**src/rtl/uart_edge_monitor.sv**
```systemverilog
// uart_edge_monitor
// Synchronises and deglitches an asynchronous serial RX line, loops the
// filtered level back to TX, shifts the new level into a capture register on
// every qualifying edge and keeps a saturating count of those edges.

module uart_edge_monitor #(
    parameter int DATA_W      = 8,
    parameter int SYNC_STAGES = 2,
    parameter int FILT_W      = 4,
    parameter int FILT_CYC    = 4,
    parameter int CNT_W       = 16
) (
    input  logic              clock,
    input  logic              i_reset,
    input  logic              i_enable,
    input  logic              i_rx,
    input  logic [1:0]        i_edge_mode,
    input  logic              i_set_all,
    input  logic              i_clear_cnt,
    output logic              o_tx,
    output logic [DATA_W-1:0] o_capture,
    output logic [CNT_W-1:0]  o_edge_cnt,
    output logic              o_cnt_sat,
    output logic              o_edge_pulse
);

    // Filter count value at which a differing level is accepted on the next cycle
    localparam logic [FILT_W-1:0] FILT_LAST = FILT_W'(FILT_CYC - 1);
    localparam logic [CNT_W-1:0]  CNT_MAX   = '1;

    logic [SYNC_STAGES-1:0] sync_q;
    logic                   sync_level;
    logic                   filt_level_q;
    logic [FILT_W-1:0]      filt_cnt_q;
    logic                   accept;
    logic                   qualify;

    assign sync_level = sync_q[SYNC_STAGES-1];
    assign o_tx       = filt_level_q;

    // Synchroniser chain: shifts every cycle, idles high like the line itself
    always_ff @(posedge clock) begin
        if (!i_reset) begin
            sync_q <= '1;
        end else begin
            sync_q <= {sync_q[SYNC_STAGES-2:0], i_rx};
        end
    end

    // Edge acceptance and direction qualification, both evaluated in the accepting cycle
    always_comb begin
        accept  = i_enable && (sync_level != filt_level_q) && (filt_cnt_q == FILT_LAST);
        qualify = accept && ((sync_level && i_edge_mode[0]) || (!sync_level && i_edge_mode[1]));
    end

    // Deglitch filter: a new level must persist for FILT_CYC enabled cycles before it is taken
    always_ff @(posedge clock) begin
        if (!i_reset) begin
            filt_level_q <= 1'b1;
            filt_cnt_q   <= '0;
        end else if (i_enable) begin
            if (sync_level == filt_level_q) begin
                filt_cnt_q <= '0;
            end else if (filt_cnt_q == FILT_LAST) begin
                filt_level_q <= sync_level;
                filt_cnt_q   <= '0;
            end else begin
                filt_cnt_q <= filt_cnt_q + FILT_W'(1);
            end
        end
    end

    // Capture register: a qualifying edge shift outranks the all-ones preset
    always_ff @(posedge clock) begin
        if (!i_reset) begin
            o_capture <= '0;
        end else if (qualify) begin
            o_capture <= {o_capture[DATA_W-2:0], sync_level};
        end else if (i_enable && i_set_all) begin
            o_capture <= '1;
        end
    end

    // Saturating edge counter with sticky flag; a clear outranks a coincident edge
    always_ff @(posedge clock) begin
        if (!i_reset) begin
            o_edge_cnt <= '0;
            o_cnt_sat  <= 1'b0;
        end else if (i_enable && i_clear_cnt) begin
            o_edge_cnt <= '0;
            o_cnt_sat  <= 1'b0;
        end else if (qualify && (o_edge_cnt != CNT_MAX)) begin
            o_edge_cnt <= o_edge_cnt + CNT_W'(1);
            if (o_edge_cnt == (CNT_MAX - CNT_W'(1))) begin
                o_cnt_sat <= 1'b1;
            end
        end
    end

    // One-cycle strobe aligned with the filtered-level update
    always_ff @(posedge clock) begin
        if (!i_reset) begin
            o_edge_pulse <= 1'b0;
        end else begin
            o_edge_pulse <= qualify;
        end
    end

endmodule

```
**config.mk**
```make
export PLATFORM = sky130hd
export DESIGN_NAME = uart_edge_monitor
export DESIGN_NICKNAME = d
export VERILOG_FILES = /design/src/rtl/uart_edge_monitor.sv
export SDC_FILE = /design/constraint.sdc
export NUM_CORES = 1
export LEC_CHECK = 0
export BUFFER_PORTS_ARGS = -buffer_cell sky130_fd_sc_hd__buf_2
export CAP_MARGIN = 0
export CORE_MARGIN = 2
export CORE_UTILIZATION = 40
export CTS_CLUSTER_DIAMETER = 100
export DETAILED_ROUTE_END_ITERATION = 16
export PLACE_DENSITY = 0.73
export SETUP_SLACK_MARGIN = 0.1
export SLEW_MARGIN = 20
export SYNTH_ARGS = -nofsm -noshare
export SYNTH_HDL_FRONTEND = slang
export SYNTH_SLANG_ARGS = --single-unit
```
**constraint.sdc**
```tcl
create_clock -name clock -period 2 [get_ports clock]
set_clock_uncertainty 0.1 [all_clocks]
set_input_delay 0.2 -clock clock [delete_from_list [all_inputs] [get_ports clock]]
set_output_delay 0.2 -clock clock [all_outputs]
set_load 0.01 [all_outputs]
```
==> impl_metrics.toml, run 1 <==
[run_status]
status = "finished, final reports clean"

[floorplanning]
start_util_pct = 41.4
dieArea_um2 = 4670
core.rowCount = 23
die_x_um = 68.3
io_pins = 35
core-area_um2 = 4000
die_height_um = 68.3

[logic_synthesis]
synth_top_family_by_area = "simple AND/OR/NAND/NOR gates"
netlist_top_cells_area = "dfxtp_1, a21oi_1, mux2i_1"
ys.flop_type = "dfxtp_1"
synthesis.nets = 205
synth_top_area_cell = "dfxtp_1"
ys_warn_count = 0
synth-async-reset-ratio_pct = 0
synth_top_area_share_pct = 39.9
synthAdderAreaFrac_pct = 2.27
synth_edf_count = 0
synthCells = 194
synth_xor_area_share_pct = 1.06
synth_compound_area_share_pct = 17.3
synthMostInstantiatedCell = "dfxtp_1"
synth_common_cells = "dfxtp_1, nand2_1, a21oi_1, nor2_1, nor3_1"
ys_types = 40
avgSynthCellArea_um2 = 8.53
synth.yosys.seq_area_share_pct = 39.9
synth_area_um2 = 1650
synth-simple-area-share_pct = 29.6
synth.mux.area_fraction_pct = 4.92
ys_ff_latch = 33

[sta]
holdWs_ns = 0.0481
fmax_ghz = 0.527
worst_slew_pin_slew_ns = 0.546
setup_viol = 0
min_period_over_period_pct = 94.9
slew_headroom_pct = 63.1
maxSlewViolCount = 0
fin_setup_tns_ns = 0
rsz0062_at_grt = "true"
fin_crit_ns = 1.90
hold_viol = 0

[drt]
drtIter0Drc = 167
drc = 0
wl_met3_um = 295
via_per_inst = 5.78
wl_um = 4420
top_layer_used = "met4"
wl_met2_um = 2190
postRouteAntennaNets = 0
wire_per_inst_um = 14.9
met1_length_um = 1910
vias = 1717
first_pass_iters = 5

[clock_network]
h-tree-depth = 2
cts-buffers-inserted = 5
clockBufferDepth = 2
insertion_delay_ns = 0.29
cts_root_buf = "clkbuf_8"
cts_tree = "built"
cts.sinks = 33
clkTransAtPathRegs_ns = 0.07

[critical_path]
r2r-end = "o_edge_cnt[4]$_SDFFE_PP0P_"
critPathMaxStageDelay_ns = 0.51
reg2reg_depth = 5
path_max_fanout = 6
rrSetupSlack_ns = 0.10
r2r-start = "filt_cnt_q[1]$_SDFFE_PN0P_"
setup.worst_path.class = "reg2reg"
worstSetupStartpointType = "flip-flop"
crit_slowest_cell = "or4_1"
arrival_ns = 2.00
path_cells = "ha_4 > nand4bb_4 > or3_4 > or4_1 > a21oi_1"
required_ns = 2.11
endpoint_kind = "flip-flop"

[finish]
seqCellArea_um2 = 666
areaGrowthSynthToFinish_pct = 34.3
drive_gt1_share_pct = 33.2
multiInputGateArea_um2 = 1030
n_antenna_cell = 0
nNetsFinal = 257
fillCellCount = 350

[min_path]
hold_path_end = "o_tx$_SDFFE_PN1P_"
hold_start = "i_reset"
min_path_cells = 2
hp-class = "in2reg"

[placed_design]
portBuffers = 34
place_hpwl_um = 2920
routabilityCongestion = 0.825

[pwr]
leakagePower_nw = 0.865
p_per_area_nw_per_um2 = 643
ir_drop_mv = 0.394

[job]
max-cap-violations = 0

[global_routing]
grt_pass1_wl_um = 7040
first_global_vias = 1545
grt_start_max_net_pins = 17
grtUsageTotal_pct = 20.1
grt-ovfl-total = 0
grt_antenna_before_repair = 0
==> stage by stage <==
| stage | setup slack, ns | std cells | total power, W | util [%] | area [um2] |
|---|---|---|---|---|---|
| floorplan | 0.102 | 194 | 0.000744 | - | 1700 |
| global placement | 0.112 | 278 | 0.000773 | 49.0 | 1960 |
| detailed placement | 0.0282 | 278 | 0.000775 | 49.0 | 1960 |
| CTS | 0.0430 | 292 | 0.00144 | 53.5 | 2140 |
| global route | 0.0419 | 297 | 0.00148 | 55.5 | 2220 |
| finish | 0.101 | 297 | 0.00143 | 55.5 | 2220 |
==> state kept, by name, indices dropped and copies added (netlist names) <==
name          flops
o_edge_pulse      1
o_capture         8
filt_cnt_q        4
sync_q            2
o_tx              1
o_edge_cnt       16
o_cnt_sat         1
==> worst max path at each step <==
stage	start	to	slack (ns)	cells past startpoint
after global routing	filt_cnt_q[1]$_SDFFE_PN0P_	o_edge_cnt[4]$_SDFFE_PP0P_	0.04	5
after detailed placement	sync_q[1]$_SDFF_PN1_	o_edge_cnt[4]$_SDFFE_PP0P_	0.03	4
after CTS	filt_cnt_q[0]$_SDFFE_PN0P_	o_edge_cnt[4]$_SDFFE_PP0P_	0.04	5
after global placement	sync_q[1]$_SDFF_PN1_	o_edge_cnt[5]$_SDFFE_PP0P_	0.11	4
after floorplan	sync_q[1]$_SDFF_PN1_	o_edge_cnt[11]$_SDFFE_PP0P_	0.10	6
final	filt_cnt_q[1]$_SDFFE_PN0P_	o_edge_cnt[4]$_SDFFE_PP0P_	0.10	5
==> critical path: cells and delay by family (launching register included) <==
| family | cells | cell delay, ns |
|---|---|---|
| AND/OR/NAND/NOR | 3 | 1.03 |
| adder cells (fa/ha/maj) | 1 | 0.16 |
| flip-flops | 1 | 0.36 |
| AO/OA/AOI/OAI | 1 | 0.15 |
==> metal layers <==
layer | global-route usage [%] | vias up
li1 | - | 839
met1 | 24.2 | 797
met2 | 33.7 | 75
met3 | 6.41 | 6
met4 | 6.50 | 0
met5 | 0 | -
==> kinds of logic (layout without fill, tap and decap cells) <==
group | after synthesis | count (layout)
AO/OA/AOI/OAI | 43 | 43
adder cells (fa/ha/maj) | 3 | 3
AND/OR/NAND/NOR | 87 | 90
XOR/XNOR | 2 | 2
flip-flops | 33 | 33
buffers and inverters | 18 | 68
multiplexers | 8 | 8
==> power by group <==
part / switching [W] / leakage, nW / total [W] / internal, W
logic: 0.0000506 / 0.538 / 0.0000860 / 0.0000354
clock network: 0.000254 / 0.0585 / 0.000660 / 0.000406
registers: 0.0000103 / 0.268 / 0.000681 / 0.000671
==> cell type report <==
class                           instances  area share (%)
Multi-Input combinational cell        146            46.6
Tap cell                               50            2.82
Timing Repair Buffer                   53            14.2
Sequential cell                        33            30.0
Clock buffer                            7            3.89
Clock inverter                          1            1.35
Inverter                                7            1.18
==> cells in the final DEF (no fill, tap or decap), types with 2 or more instances in the layout <==
| cell | Yosys | final |
|---|---|---|
| a21oi_1 | 16 | 16 |
| o21ai_0 | 3 | 3 |
| buf_4 | 1 | 18 |
| buf_2 | 2 | 34 |
| nand4_1 | 7 | 7 |
| and2_1 | 2 | 2 |
| dfxtp_2 | 0 | 4 |
| nand3_1 | 7 | 7 |
| clkbuf_8 | 0 | 6 |
| o31ai_1 | 8 | 7 |
| or4_1 | 9 | 8 |
| a211oi_1 | 7 | 7 |
| and4_1 | 4 | 3 |
| mux2i_1 | 7 | 6 |
| nand3b_1 | 2 | 2 |
| dfxtp_1 | 33 | 29 |
| o41ai_1 | 2 | 2 |
| nor3_1 | 10 | 9 |
| nand2_1 | 17 | 17 |
| ha_1 | 3 | 2 |
| nor4_2 | 0 | 2 |
| nor4_1 | 5 | 2 |
| nand2b_1 | 6 | 6 |
| nor2_1 | 13 | 13 |
| inv_1 | 7 | 7 |
| or3_4 | 1 | 4 |
==> repair_timing <==
item / CTS / global route
pin swaps: 11 / 8
resized for setup: 4 / 9
gates cloned: 2 / 1
setup buffers: 3 / 4
endpoints found under the hold margin: 1 / 0
hold buffers: 1 / 0
setup endpoints to repair: 9 / 13
Power figures use the tool's default switching activity.
==> inputs of run 2 (changes only) <==
Settings changed: SETUP_SLACK_MARGIN 0.1 to 0.4.
==> impl_metrics.toml, run 2 (same netlist as run 1, synthesis figures left out) <==
[run_status]
status = "finished, final reports clean"

[clock_network]
h-tree-depth = 2
cts.sinks = 33
cts_tree = "built"
cts_root_buf = "clkbuf_8"
clockBufferDepth = 2
clkTransAtPathRegs_ns = 0.07
cts-buffers-inserted = 5
insertion_delay_ns = 0.29

[sta]
holdWs_ns = 0.0414
maxSlewViolCount = 0
fin_crit_ns = 1.84
fin_setup_tns_ns = 0
min_period_over_period_pct = 92.1
rsz0062_at_grt = "true"
hold_viol = 0
worst_slew_pin_slew_ns = 0.466
slew_headroom_pct = 68.9
setup_viol = 0
fmax_ghz = 0.543

[min_path]
hold_path_end = "o_tx$_SDFFE_PN1P_"
hp-class = "in2reg"
min_path_cells = 2
hold_start = "i_reset"

[job]
max-cap-violations = 0

[critical_path]
critPathMaxStageDelay_ns = 0.38
path_delay_family = "simple AND/OR/NAND/NOR gates"
r2r-end = "o_edge_cnt[11]$_SDFFE_PP0P_"
crit_buf_inv = 1
arrival_ns = 1.91
path_max_fanout = 6
r2r-start = "filt_cnt_q[0]$_SDFFE_PN0P_"
required_ns = 2.07
crit_slowest_cell = "or3_4"
setup.worst_path.class = "reg2reg"
path_cells = "ha_4 > nand4bb_4 > buf_4 > or3_4 > o31ai_1 > a21oi_2"
reg2reg_depth = 6
endpoint_kind = "flip-flop"
worstSetupStartpointType = "flip-flop"
rrSetupSlack_ns = 0.16

[drt]
wire_per_inst_um = 16.4
via_per_inst = 6.02
drtIter0Drc = 142
drc = 0
wl_um = 4950
postRouteAntennaNets = 0
vias = 1811
first_pass_iters = 4

[finish]
top_regs = "o_edge_cnt x16, o_capture x8, filt_cnt_q x4"
fin_util_pct = 59.6
n_antenna_cell = 0
layout.cells.non_filler = 301
layout_common_cells = "buf_2, buf_4, dfxtp_1"
areaGrowthSynthToFinish_pct = 44.2
fin_area_um2 = 2380
largest_register = "o_edge_cnt"
drive_gt1_share_pct = 42.6
layout_commonest_cell = "buf_2"
largest_reg_flops = 16
nNetsFinal = 262

[global_routing]
first_global_vias = 1535
grt_antenna_before_repair = 0
grt_util_met2_pct = 34.6
grtUsageTotal_pct = 21.6
grt_pass1_wl_um = 7380
top_usage_layer = "met2"
grt-ovfl-total = 0
met3_usage_pct = 6.25
grt_start_max_net_pins = 16
gr-usage-met1_pct = 26.1

[placed_design]
place_hpwl_um = 2810
routabilityCongestion = 0.834
placed_area_um2 = 2010
dp_cells = 275
portBuffers = 34

[floorplanning]
core.rowCount = 23
core-area_um2 = 4000
die_height_um = 68.3
die_x_um = 68.3
start_util_pct = 41.4
dieArea_um2 = 4670
io_pins = 35

[pwr]
p_per_area_nw_per_um2 = 545
ir_drop_mv = 0.382
leakagePower_nw = 0.934
[run 2: worst max-delay path by stage]
| stage | start | end | slack [ns] | depth (start not counted) |
|---|---|---|---|---|
| floorplan | filt_cnt_q[1]$_SDFFE_PN0P_ | o_edge_cnt[10]$_SDFFE_PP0P_ | 0.14 | 7 |
| global placement | sync_q[1]$_SDFF_PN1_ | o_edge_cnt[8]$_SDFFE_PP0P_ | 0.09 | 4 |
| detailed placement | sync_q[1]$_SDFF_PN1_ | o_edge_cnt[2]$_SDFFE_PP0P_ | 0.05 | 4 |
| CTS | filt_cnt_q[0]$_SDFFE_PN0P_ | o_edge_cnt[4]$_SDFFE_PP0P_ | 0.15 | 5 |
| global route | filt_cnt_q[0]$_SDFFE_PN0P_ | o_edge_cnt[10]$_SDFFE_PP0P_ | 0.1 | 6 |
| finish | filt_cnt_q[0]$_SDFFE_PN0P_ | o_edge_cnt[11]$_SDFFE_PP0P_ | 0.16 | 6 |
[run 2: cell type report]
| cell class | count | area [um2] |
|---|---|---|
| fill | 331 | 1620 |
| inverter | 7 | 26.3 |
| multi-input combinational | 146 | 1160 |
| timing repair buffer | 58 | 362 |
| clock buffer | 7 | 86.3 |
| tap | 50 | 62.6 |
| sequential | 33 | 692 |
[run 2: worst register-to-register path, cell delays in order, from the launching register on]
cell,delay (ns)
dfxtp_2,0.35
ha_4,0.15
nand4bb_4,0.16
buf_4,0.18
or3_4,0.38
o31ai_1,0.31
a21oi_2,0.08
[run 2: metal layers]
layer,wire (um),part of all wire (%),vias up
li1,-,-,852
met1,2100,43,869
met2,2360,48,77
met3,337,6.8,13
met4,145,2.9,0
met5,0,0,-
[run 2: where the power goes]
part           internal, W  switching, W
clock network     0.000273      0.000257
logic            0.0000387     0.0000551
registers         0.000664     0.0000114
[run 2: metrics by stage]
step	power (W)	worst slack (ns)
global route	0.00134	0.0975
CTS	0.00131	0.154
finish	0.00130	0.158
floorplan	0.000743	0.143
detailed placement	0.000774	0.0461
global placement	0.000772	0.0904
[run 2: repair_timing]
item                       CTS  global route
pin swaps                   10             7
setup endpoints to repair   27            28
hold buffers                 1             0
gates cloned                 3             2
resized for setup           12            22
hold endpoints to repair     1             0
setup buffers                9             4
